File: config.mk
export PLATFORM = sky130hd
export DESIGN_NAME = inst_fetch
export DESIGN_NICKNAME = d
export VERILOG_FILES = /design/src/rtl/inst_fetch.sv
export SDC_FILE = /design/constraint.sdc
export NUM_CORES = 1
export LEC_CHECK = 0
export CAP_MARGIN = 20
export CORE_UTILIZATION = 40
export CTS_CLUSTER_DIAMETER = 150
export DETAILED_ROUTE_END_ITERATION = 16
export PLACE_DENSITY_LB_ADDON = 0.15
export SLEW_MARGIN = 5
export SYNTH_ARGS = -nofsm -noshare
export SYNTH_HDL_FRONTEND = slang
export SYNTH_SLANG_ARGS = --single-unit
File: constraint.sdc
create_clock -name Clk -period 2.25 [get_ports Clk]
set_input_delay 0.3375 -clock Clk [delete_from_list [all_inputs] [get_ports Clk]]
set_output_delay 0.3375 -clock Clk [all_outputs]
set_load 0.05 [all_outputs]
File: src/rtl/inst_fetch.sv
`default_nettype none
// ============================================================================
// Module   : inst_fetch
// Purpose  : Program counter / instruction fetch sequencer for a simple core.
//            The PC drives the instruction ROM directly. The returned word
//            (InstIn) is consumed in the same cycle. An all-ones word halts
//            the program. Start (re)launches execution from address 0.
// Ports    : Clk          - sole clock, rising edge
//            Reset        - asynchronous, active-high reset
//            Start        - launch/restart request (highest priority after Reset)
//            Stall        - hold PC this cycle
//            BranchAbs    - PC <= Target
//            BranchRel    - PC <= PC + Target (two's complement, modulo 2^A)
//            Target [A]   - absolute address or relative offset
//            InstIn [W]   - instruction word for InstAddress (combinational ROM)
//            InstAddress  - current PC
//            InstValid    - high while in RUN
//            Done         - registered program-complete flag
//            CycleCnt[16] - saturating RUN-cycle counter (FETCH_CYCLE_CNT_EN only)
// Options  : define FETCH_CYCLE_CNT_EN to add the CycleCnt port and counter.
// Revision : 1.0 - initial release
// ============================================================================
module inst_fetch #(
  parameter int A = 12,
  parameter int W = 9
) (
  input  logic         Clk,
  input  logic         Reset,
  input  logic         Start,
  input  logic         Stall,
  input  logic         BranchAbs,
  input  logic         BranchRel,
  input  logic [A-1:0] Target,
  input  logic [W-1:0] InstIn,
  output logic [A-1:0] InstAddress,
  output logic         InstValid,
  output logic         Done
`ifdef FETCH_CYCLE_CNT_EN
  ,
  output logic [15:0]  CycleCnt
`endif
);

  typedef enum logic [1:0] {
    ST_IDLE = 2'd0,
    ST_RUN  = 2'd1,
    ST_HALT = 2'd2
  } state_t;

  localparam logic [W-1:0] c_halt_word = {W{1'b1}};
  localparam logic [A-1:0] c_pc_one    = {{(A-1){1'b0}}, 1'b1};

  state_t       r_state;
  state_t       w_state_next;
  logic [A-1:0] r_pc;
  logic [A-1:0] w_pc_next;
  logic         r_done;
  logic         w_done_next;
  logic         w_halt;

  assign w_halt = (InstIn == c_halt_word);

  // State, PC and Done registers
  always_ff @(posedge Clk or posedge Reset) begin
    if (Reset) begin
      r_state <= ST_IDLE;
      r_pc    <= '0;
      r_done  <= 1'b0;
    end else begin
      r_state <= w_state_next;
      r_pc    <= w_pc_next;
      r_done  <= w_done_next;
    end
  end

  // Next-state logic. Start overrides everything; in RUN the halt word
  // outranks Stall and both branch kinds.
  always_comb begin
    w_state_next = r_state;
    w_pc_next    = r_pc;
    w_done_next  = r_done;
    if (Start) begin
      w_state_next = ST_RUN;
      w_pc_next    = '0;
      w_done_next  = 1'b0;
    end else begin
      case (r_state)
        ST_IDLE: begin
          w_pc_next   = '0;
          w_done_next = 1'b0;
        end
        ST_RUN: begin
          if (w_halt) begin
            w_state_next = ST_HALT;
            w_done_next  = 1'b1;
          end else if (Stall) begin
            w_pc_next = r_pc;
          end else if (BranchAbs) begin
            w_pc_next = Target;
          end else if (BranchRel) begin
            // Target already spans A bits, so sign extension to A bits is
            // the identity and a plain A-bit add wraps modulo 2^A.
            w_pc_next = r_pc + Target;
          end else begin
            w_pc_next = r_pc + c_pc_one;
          end
        end
        ST_HALT: begin
          w_done_next = 1'b1;
        end
        default: begin
          w_state_next = ST_IDLE;
          w_pc_next    = '0;
          w_done_next  = 1'b0;
        end
      endcase
    end
  end

  assign InstAddress = r_pc;
  assign InstValid   = (r_state == ST_RUN);
  assign Done        = r_done;

`ifdef FETCH_CYCLE_CNT_EN
  localparam logic [15:0] c_cnt_max = 16'hFFFF;

  logic [15:0] r_cycle_cnt;

  // Counts every edge spent in RUN, including stalled and halting edges.
  always_ff @(posedge Clk or posedge Reset) begin
    if (Reset) begin
      r_cycle_cnt <= '0;
    end else if (Start) begin
      r_cycle_cnt <= '0;
    end else if ((r_state == ST_RUN) && (r_cycle_cnt != c_cnt_max)) begin
      r_cycle_cnt <= r_cycle_cnt + 16'd1;
    end
  end

  assign CycleCnt = r_cycle_cnt;
`endif

endmodule
`default_nettype wire

==> run metrics <==
# diodes=0; Sink Count=15; drt total wl=3410 um; largest net degree at the start of global routing=16; ratio of final minimum period to clock period=96.2%; Worst Hold Class=primary input to asynchronous set/reset pin; min cycle time layout=around 2200 ps; dpl cell area=around 1900 um2; Sequential Area=~380 um2; TritonCTS clock tree=done; Core Util, Final=62.1%; CTS Buf Count=3; status=complete, no violations; later-pin clock latency in the skew report=approximately 300 ps; die span in x=59.2 um; antenna-violating nets left=0; Die Y=between 50 and 60 um; register area share after synthesis=28.7%; total power=906 uW; DP HPWL=2700 um; syn_area_per_cell=8.84 um2; # setup viols final=0; Setup Fix Bufs, Post-CTS=0; max cap viols=0; via count=1305; critical path class=flip-flop to output pin; final hold slack=between 400 and 500 ps; clk root buf=clkbuf_4; row cnt=20; Fill cells=291; Initial Utilization=42.5%; Leakage Power=0.854 nW; DRC viols=0; Max-slew headroom=a little under three fifths; Post-synth top cells=15 x dfrtp_1, 14 x o21ai_1, 13 x ha_1, 12 x nand2_1; worst-path fanout max=5; synth-to-layout area growth=46.0%; largest cells by area after synthesis=dfrtp_1 29%, ha_1 12%, o21ai_1 5.4%; Critical Path Sink Type=output pin; CP Data Arrival Time=approximately 1800 ps; DR vias/cell=around 5.2; fin area=1910 um2; Max Slew Vio Count=0; routability cong.=roughly 0.80; port buffer count=40; I/O Pins=41; total gr overflow=0; Least-Margin Pin Slew=between 600 and 700 ps; Main synth FF type=dfrtp_1; layout cells sized above 1=15.9%; Total Neg Setup Slack=0 ps; DRT iter0 DRCs=between 50 and 60; GRT Total Usage=21.9%; Cell Area, Synth=between 1000 and 1500 um2; Die Footprint=about 3500 um2; Crit path buffers/inverters=2; Critical Path, Cell by Cell=inv_1, ha_1, clkdlybuf4s50_1; Post-synth EDFFs=0; Peak VDD IR=320 uV; maximum root-to-sink buffer count=2; Synth area leader=dfrtp_1; number of synthesized register bits=15; Clk pin slew, worst setup/hold paths=about 110 ps; first-pass GRT wire length=5740 um; CTS H-tree depth=1; Gate Count Post-Synth=about 150; syn nets=about 190; vias in the first global route=1356; CP Launch Type=flip-flop; skew final=between 10 and 15 ps; Synth top area share=28.7%; Core ar.=3080 um2; wire per inst=between 10 and 15 um; crit-path leading delay family=buffers and inverters; footprint of the multi-input gates=877 um2; final hold vios=0; Fmax=462 MHz; number of antenna violations at the first check in global routing=0; nets=between 200 and 250; fraction of registers with async set/reset=100%; count leader, synth=dfrtp_1; router iterations before antenna repair=4; PwrDens=474 nW/um2; Yosys cell types=41; slowest cell on the critical path=clkdlybuf4s50_1; slowest stage delay, CP=830 ps; CP required=between 1500 and 2000 ps; Yosys warning count=0
[worst register-to-register path, stage by stage (launching register included)]
cell and delay, ps:
dfrtp_2 380, ha_1 170, inv_1 50, fa_1 400
nor2b_2 140, o31a_1 150, o22ai_1 100, o21ai_1 170
xnor2_1 150, o21ai_1 80
[metrics by stage]
| step | instances | setup WS [ps] |
|---|---|---|
| global route | 251 | -8.43 |
| detailed placement | 247 | -418 |
| finish | 251 | 86.2 |
| floorplan | 148 | 98.4 |
| CTS | 251 | 23.0 |
| global placement | 247 | -392 |
[layout by cell type (no fill, tap or decap), types with 2 or more instances in the layout]
cell             instances
and2_1                   9
xor2_1                   3
clkbuf_4                 3
o21a_1                   2
clkdlybuf4s50_1         39
nand2b_1                 3
nand2_1                 12
nor2b_1                  2
xnor2_1                  5
nor2_1                   9
dfrtp_1                 14
o31ai_1                  3
o21ai_1                 14
nand3_1                  2
o21ai_0                  2
a22oi_2                  2
buf_4                   20
ha_1                    13
a211oi_1                 2
a21oi_1                  9
inv_1                    7
a22oi_1                  5
nor3_1                   2
[report_power, final]
| group | internal [mW] | switching, mW |
|---|---|---|
| sequential | 0.294 | 0.0222 |
| combinational | 0.193 | 0.231 |
| clock | 0.0690 | 0.0969 |
[registers in the layout, summed over array words and instances (netlist names)]
| name | flops |
|---|---|
| r_state | 2 |
| InstAddress | 12 |
| Done | 1 |
[kinds of logic after synthesis]
| group | Yosys count | share of synthesized area [%] |
|---|---|---|
| xor gates and xnor gates | 8 | 5.35 |
| adders and majority gates | 14 | 14.0 |
| buffers and inverters | 12 | 5.16 |
| DFF | 15 | 28.7 |
| muxes | 1 | 0.765 |
| AOI/OAI and AO/OA | 53 | 28.7 |
| and+or+nand+nor | 45 | 17.4 |
[final timing paths]
path / cells past startpoint / slack, ps / from / end
worst max-delay path: 3 / 90 / r_state[1] / InstValid
worst min-delay path: 2 / 410 / Reset / InstAddress[11]
worst max register to register: 9 / 340 / InstAddress[0] / InstAddress[10]
worst min register to register: 2 / 520 / InstAddress[0] / InstAddress[0]
max in group asynchronous: 2 / 1370 / Reset / InstAddress[0]
min in group Clk: 2 / 520 / InstAddress[0] / InstAddress[0]
[cell type report]
| cell class | instances | area share, % |
|---|---|---|
| tap | 44 | 2.88 |
| multi-input combinational | 121 | 45.9 |
| timing repair buffer | 60 | 28.7 |
| sequential | 15 | 19.7 |
| clock buffer | 4 | 1.38 |
| inverter | 7 | 1.38 |
[per-layer routing]
metal  GRT usage, %  vias up  part of all wire, %
met3           5.90        2                  3.2
met2           35.6       23                   49
met4           9.18        0                 0.53
met1           27.2      626                   47
met5              0        -                    0
li1               -      654                    -
[timing repair]
item | in CTS | in global routing
setup endpoints to repair | 4 | 1
pin swaps | 0 | 1
gates resized for setup | 3 | 2
hold buffers | 0 | 0
Note: power is estimated with default switching activity, not from simulation.
